### src/rtl/matrix_result_streamer.sv
// Drains an n x n result matrix row-major from the multiplier onto a tagged valid/ready stream.
// Optional build macro STREAM_CHECKSUM_EN adds a wrapping checksum of all delivered elements.
module matrix_result_streamer #(
  parameter  int unsigned n          = 4,
  parameter  int unsigned DATA_W     = 32,
  parameter  int unsigned FIFO_DEPTH = 4,
  localparam int unsigned n_len      = $clog2(n)
) (
  input  logic              clk,
  input  logic              rst,
  input  logic              start,
  output logic [n_len-1:0]  z_i,
  output logic [n_len-1:0]  z_j,
  input  logic [DATA_W-1:0] z_out,
  output logic              m_valid,
  input  logic              m_ready,
  output logic [DATA_W-1:0] m_data,
  output logic [n_len-1:0]  m_row,
  output logic [n_len-1:0]  m_col,
  output logic              m_last,
  output logic              busy,
`ifdef STREAM_CHECKSUM_EN
  output logic [DATA_W-1:0] checksum,
`endif
  output logic              done
);

  localparam int unsigned CW = $clog2(FIFO_DEPTH + 1);
  localparam int unsigned AW = $clog2(FIFO_DEPTH);

  typedef enum logic [1:0] {IDLE, ISSUE, FLUSH, DONE} state_e;

  typedef struct packed {
    logic              last;
    logic [n_len-1:0]  row;
    logic [n_len-1:0]  col;
    logic [DATA_W-1:0] data;
  } entry_t;

  state_e            state_q, state_d;
  logic [n_len-1:0]  zi_q, zi_d, zj_q, zj_d;
  logic              infl_q, infl_d;
  logic [n_len-1:0]  tag_row_q, tag_row_d, tag_col_q, tag_col_d;
  logic              tag_last_q, tag_last_d;
  entry_t            fifo_q [FIFO_DEPTH];
  entry_t            fifo_d [FIFO_DEPTH];
  logic [CW-1:0]     cnt_q, cnt_d;
  logic              m_valid_q, m_valid_d;
  logic              busy_q, busy_d;
  logic              done_q, done_d;
`ifdef STREAM_CHECKSUM_EN
  logic [DATA_W-1:0] sum_q, sum_d;
`endif

  logic              issue_c, clear_c, pop_c, push_c, room_c, last_addr_c;
  logic [AW-1:0]     wr_idx_c;

  // Head of the FIFO is always entry 0, so the stream outputs come straight from flops.
  assign z_i     = zi_q;
  assign z_j     = zj_q;
  assign m_valid = m_valid_q;
  assign m_data  = fifo_q[0].data;
  assign m_row   = fifo_q[0].row;
  assign m_col   = fifo_q[0].col;
  assign m_last  = fifo_q[0].last;
  assign busy    = busy_q;
  assign done    = done_q;
`ifdef STREAM_CHECKSUM_EN
  assign checksum = sum_q;
`endif

  assign pop_c       = m_valid_q & m_ready;
  assign push_c      = infl_q;
  // Words already buffered plus the one in flight must leave room for another issue.
  assign room_c      = ({1'b0, cnt_q} + (CW+1)'(infl_q)) < (CW+1)'(FIFO_DEPTH);
  assign last_addr_c = (zi_q == n_len'(n - 1)) && (zj_q == n_len'(n - 1));

  always_ff @(posedge clk or negedge rst) begin
    if (!rst) state_q <= IDLE;
    else      state_q <= state_d;
  end

  always_comb begin
    state_d = state_q;
    unique case (state_q)
      IDLE:    if (start) state_d = ISSUE;
      ISSUE:   if (issue_c && last_addr_c) state_d = FLUSH;
      FLUSH:   if (pop_c && fifo_q[0].last) state_d = DONE;
      DONE:    state_d = IDLE;
      default: state_d = IDLE;
    endcase
  end

  // The start cycle itself issues (0,0), which is already on z_i/z_j while idle.
  always_comb begin
    issue_c = 1'b0;
    clear_c = 1'b0;
    busy_d  = (state_d != IDLE);
    done_d  = (state_d == DONE);
    unique case (state_q)
      IDLE:    begin issue_c = start; clear_c = start; end
      ISSUE:   issue_c = room_c;
      default: issue_c = 1'b0;
    endcase
  end

  always_comb begin
    zi_d       = zi_q;
    zj_d       = zj_q;
    infl_d     = issue_c;
    tag_row_d  = tag_row_q;
    tag_col_d  = tag_col_q;
    tag_last_d = tag_last_q;
    fifo_d     = fifo_q;
    cnt_d      = cnt_q + CW'(push_c) - CW'(pop_c);
    wr_idx_c   = AW'(cnt_q - CW'(pop_c));
    if (issue_c) begin
      tag_row_d  = zi_q;
      tag_col_d  = zj_q;
      tag_last_d = last_addr_c;
      if (zj_q == n_len'(n - 1)) begin
        zj_d = '0;
        zi_d = (zi_q == n_len'(n - 1)) ? '0 : zi_q + n_len'(1);
      end else begin
        zj_d = zj_q + n_len'(1);
      end
    end
    if (pop_c) begin
      for (int k = 0; k < FIFO_DEPTH - 1; k++) fifo_d[k] = fifo_q[k+1];
    end
    if (push_c) begin
      fifo_d[wr_idx_c] = '{last: tag_last_q, row: tag_row_q, col: tag_col_q, data: z_out};
    end
    m_valid_d = (cnt_d != '0);
  end

`ifdef STREAM_CHECKSUM_EN
  always_comb begin
    sum_d = sum_q;
    if (clear_c)    sum_d = '0;
    else if (pop_c) sum_d = sum_q + fifo_q[0].data;
  end
`endif

  always_ff @(posedge clk or negedge rst) begin
    if (!rst) begin
      zi_q       <= '0;
      zj_q       <= '0;
      infl_q     <= 1'b0;
      tag_row_q  <= '0;
      tag_col_q  <= '0;
      tag_last_q <= 1'b0;
      for (int k = 0; k < FIFO_DEPTH; k++) fifo_q[k] <= '0;
      cnt_q      <= '0;
      m_valid_q  <= 1'b0;
      busy_q     <= 1'b0;
      done_q     <= 1'b0;
`ifdef STREAM_CHECKSUM_EN
      sum_q      <= '0;
`endif
    end else begin
      zi_q       <= zi_d;
      zj_q       <= zj_d;
      infl_q     <= infl_d;
      tag_row_q  <= tag_row_d;
      tag_col_q  <= tag_col_d;
      tag_last_q <= tag_last_d;
      fifo_q     <= fifo_d;
      cnt_q      <= cnt_d;
      m_valid_q  <= m_valid_d;
      busy_q     <= busy_d;
      done_q     <= done_d;
`ifdef STREAM_CHECKSUM_EN
      sum_q      <= sum_d;
`endif
    end
  end

endmodule

### config.mk
export PLATFORM = sky130hd
export DESIGN_NAME = matrix_result_streamer
export DESIGN_NICKNAME = d
export VERILOG_FILES = /design/src/rtl/matrix_result_streamer.sv
export SDC_FILE = /design/constraint.sdc
export NUM_CORES = 1
export LEC_CHECK = 0
export ABC_CLOCK_PERIOD_IN_PS = 5720
export CAP_MARGIN = 10
export CORE_ASPECT_RATIO = 1.4
export CORE_UTILIZATION = 58
export CTS_CLUSTER_DIAMETER = 40
export DETAILED_ROUTE_END_ITERATION = 16
export PLACE_DENSITY = 0.81
export SYNTH_ARGS = -nofsm -noshare
export SYNTH_HDL_FRONTEND = slang
export SYNTH_SLANG_ARGS = --single-unit
### constraint.sdc
create_clock -name clk -period 5.72 [get_ports clk]
set_clock_uncertainty 0.15 [all_clocks]
set_input_delay 0.858 -clock clk [delete_from_list [all_inputs] [get_ports clk]]
set_output_delay 0.858 -clock clk [all_outputs]
set_load 0.02 [all_outputs]
After elaboration in Yosys (flattened, before gate mapping)
Cells that the tools add are included.
{"block": "classes", "eq_ne": 6, "n_reduce_logical": 8, "n_lt_le_gt_ge": 3, "n_bitwise": 2, "add_sub_neg": 6, "muxes": 12}
{"cell": "bitwise mux 148 bit", "count": 1}
{"cell": "two-way mux 148 bit", "count": 1}
{"cell": "two-way mux 111 bit", "count": 1}
{"cell": "demux 37 bit (select 2 bit)", "count": 1}
{"cell": "two-way mux 37 bit", "count": 1}
{"cell": "equality test 2 bit (second input constant)", "count": 5}
{"cell": "two-way mux 2 bit", "count": 5}
{"cell": "case mux 2 bit (4 select lines)", "count": 1}
{"cell": "adder 2 x 1 -> 2 bit (second input constant)", "count": 2}
{"cell": "adder 3 x 1 -> 4 bit", "count": 1}
{"cell": "logical AND 1 bit", "count": 4}
{"cell": "< comparator 4 x 3 -> 1 bit (second input constant)", "count": 1}
{"cell": "adder 3 x 1 -> 3 bit", "count": 1}
{"cell": ">= comparator 3 bit (second input constant)", "count": 1}
{"cell": "< comparator 3 x 1 -> 1 bit (second input constant)", "count": 1}
{"cell": "NOT 2 -> 3 bit", "count": 1}
{"cell": "nonzero test 3 bit", "count": 1}
{"cell": "subtractor 3 x 1 -> 3 bit", "count": 1}
{"cell": "equality test 2 x 1 -> 1 bit (second input constant)", "count": 1}
{"cell": "zero test 2 bit", "count": 1}
{"cell": "case mux 1 bit (2 select lines)", "count": 1}
{"cell": "AND reduction 2 bit", "count": 1}
{"cell": "nonzero test 2 bit", "count": 1}
{"cell": "subtractor 2 x 1 -> 2 bit", "count": 1}
{"cell": "bitwise AND 1 bit", "count": 1}
{"block": "totals", "reg_bits": 166, "inputBits": 36, "word_cells": 64, "out_inout_bits": 44}

Depth between registers and ports, before layout
{"block": "logic_depth", "ltp_word": 9, "mapped_depth": 11, "mapped_depth_nobuf": 9}

Worst setup path after synthesis
No wires, ideal clock.
{"block": "synth_timing", "kind": "input-to-reg", "start": "input port m_ready", "end": "register (tool-made name)", "arrival_time_ns": 2.794, "path_buffers": 3, "path_slack_ns": 2.651, "setup_ns": 0.125, "path_stages": 10, "path_cell_list": "nand2_1 inv_2 buf_2 ha_1 inv_1 ha_1 nand3_1 buf_2 buf_2 mux2_2"}
{"item": "start: declaration", "line_no": "16", "rtl": "input logic m_ready,"}

==> flow_summary.yaml <==
grt:
  grt_start_max_net_pins: 117
  grt_pass1_wl_mm: 24.0
  grt_pass1_vias: 4960
  grt_use_total_pct: 23.0
  overflow: 0
  antenna_found_initial: 0
setup_path:
  worstReg2RegStart: "m_valid"
  cp_cell_sequence: "clkdlybuf4s50_1, nand2_1, buf_4, inv_4, ha_1, inv_1, ha_1, nand3_2, mux2_2"
  path_common_cell: "ha_1"
  required_ps: 5860
  reg2reg_slack_ps: 2590
  crit_path_max_incr_delay_ps: 820
  cp.arrival_ps: 3810
  worst_path_max_delay_cell: "nand3_2"
  crit_start: "m_ready"
  path_buf_inv: 4
  path_depth: 9
  r2r_cells: 8
  critPathKind: "in2reg"
  startpoint_type: "input port"
  end_kind: "flop"
  crit_family: "simple AND/OR/NAND/NOR gates"
  cp_max_fo: 38
min_path:
  worstHoldPathType: "reg2reg"
  min_path_cells: 2
synthesis:
  yosysWarnings: 0
  yosysUniqueCellTypes: 30
  syn_avg_cell_area_um2: 11.3
  ys_ff_latch: 166
  synth.net_count: 710
  netlist_instances: 667
  synth.cell_area_mm2: 0.00751
  ys_seq_area_share_pct: 55.3
drt:
  via_per_inst: 5.61
  dr.pass1.iters: 6
  wirelength_mm: 14.5
  antenna_left: 0
  routedWlPerCell_um: 16.9
  vias: 4826
  first_iter_violations: 223
  drcViolationCount: 0
power_and_ir_drop:
  vdd_drop_max_v: 0.000297
  p_per_area_mw_per_mm2: 611
  leakage_nw: 3.89
sta:
  slew_viol_final: 0
  setup_viol: 0
  fin_setup_tns_ps: 0
  hold_viol_final: 0
  min_period_over_period_pct: 64.0
  max_slew_margin_pct: 29.0
  worst_pin_slew_ps: 1060
  layout_min_cycle_time_ps: 3660
  max_freq_mhz: 273
  rsz0062_at_grt: "false"
clock_tree:
  post_cts_buffers: 0
  cts_tree: "done"
  clock_sinks: 166
  clk_pin_slew_ps: 60
  cts.repair.resized: 0
  clockBufferDepth: 2
  clock_latency_ps: 420
  cts_hold_buf: 0
  cts_max_level: 4
  numCtsBuffers: 17
  root_buffer: "clkbuf_16"
floorplanning:
  die_x_um: 98.2
  core_area_mm2: 0.0125
  rows: 48
  die_h_um: 137
  die_area_mm2: 0.0134
  io_pins: 80
  start_util_pct: 60.1
cells_and_area:
  instances_no_fill: 860
  layout-drive-gt1-share_pct: 12.8
  area_growth_pct: 16.1
  nets: 740
  nFillCells: 872
  antennaDiodeCount: 0
  mostFrequentLayoutCells: "166 x dfrtp_1, 112 x mux2i_1, 78 x nand2_1, 78 x clkdlybuf4s50_1, 76 x o21ai_0"
  final_common_cell: "dfrtp_1"
outcome:
  status: "completed"
run:
  drv_cap: 0
place:
  dp.cells: 828
  place.gp.congestion: 0.740
  place_hpwl_mm: 8.81
  port_buffers: 79
## metrics by stage
step	area (um^2)	utilization [%]	total power [mW]	setup WS, ps	hold WS, ps
2_1_floorplan	7510	-	3.66	2650	300
3_3_place_gp	8140	65.1	4.07	1750	315
3_5_place_dp	8140	65.1	4.22	1740	335
4_1_cts	8720	69.8	5.37	2100	348
5_1_grt	8720	69.8	5.67	1930	371
6_report	8720	69.8	5.33	2060	345
## power by group
part,switching (mW),internal (mW),total (mW)
clock,0.448,0.666,1.11
combinational,1.07,0.987,2.06
sequential,0.372,1.78,2.16
total,1.89,3.44,5.33
## cell usage after synthesis
| cell type | n | area share (%) |
|---|---|---|
| a21oi_1 | 38 | 2.5 |
| inv_1 | 8 | 0.40 |
| a2111oi_4 | 1 | 0.37 |
| o21ai_1 | 1 | 0.067 |
| clkbuf_1 | 19 | 0.95 |
| and3_1 | 2 | 0.17 |
| buf_2 | 15 | 1.0 |
| nor2_2 | 1 | 0.083 |
| inv_2 | 1 | 0.050 |
| nor3_1 | 1 | 0.067 |
| buf_4 | 36 | 3.6 |
| nor2_1 | 41 | 2.0 |
| nor3b_1 | 1 | 0.10 |
| o21ai_0 | 76 | 5.1 |
| mux2i_1 | 112 | 15 |
| fa_1 | 1 | 0.27 |
| buf_1 | 5 | 0.25 |
| nor2b_1 | 3 | 0.25 |
| ha_1 | 6 | 1.0 |
| nand4_2 | 1 | 0.17 |
| nand2_1 | 78 | 3.9 |
| nand2b_1 | 2 | 0.17 |
| xor2_1 | 1 | 0.12 |
| nand3_1 | 3 | 0.20 |
| o2bb2ai_1 | 1 | 0.12 |
| mux2_2 | 44 | 6.6 |
| dfrtp_1 | 166 | 55 |
| a31oi_1 | 1 | 0.083 |
| a31o_2 | 1 | 0.12 |
| or3_1 | 1 | 0.083 |
## tightest hold or removal path, delay by kind of cell (launching register included)
family           cells  cell delay [ps]
flip-flops           1              350
AO/OA/AOI/OAI        1               60
AND/OR/NAND/NOR      1               50
## routing by layer
metal	wire [um]	global-route usage [%]
met1	6080	27.7
met2	7790	40.7
met3	410	4.85
met4	252	8.62
met5	0	0
## area by class of cell
cell class                 count  area [um^2]  area share [%]
clock inverter                11          126            1.45
inverter                       9         36.3           0.416
multi-input combinational    417         2910            33.4
tap                          150          188            2.15
sequential                   166         4150            47.6
clock buffer                  21          460            5.28
timing repair buffer          86          845            9.68
## kinds of logic (layout without fill, tap and decap cells)
group / Yosys count / count (layout) / synth area share (%)
flops: 166 / 166 / 55.3
xor+xnor: 1 / 1 / 0.117
compound gates: 119 / 119 / 8.34
buf+inv: 84 / 127 / 6.24
mux: 156 / 156 / 21.5
simple gates: 134 / 134 / 7.23
fa+ha+maj: 7 / 7 / 1.27
## how the worst min path moves through the flow
stage	slack, ps	end
detailed placement	340	flop
global route	370	flop
floorplan	300	flop
global placement	310	flop
CTS	350	flop
finish	350	flop
Power figures use the tool's default switching activity.
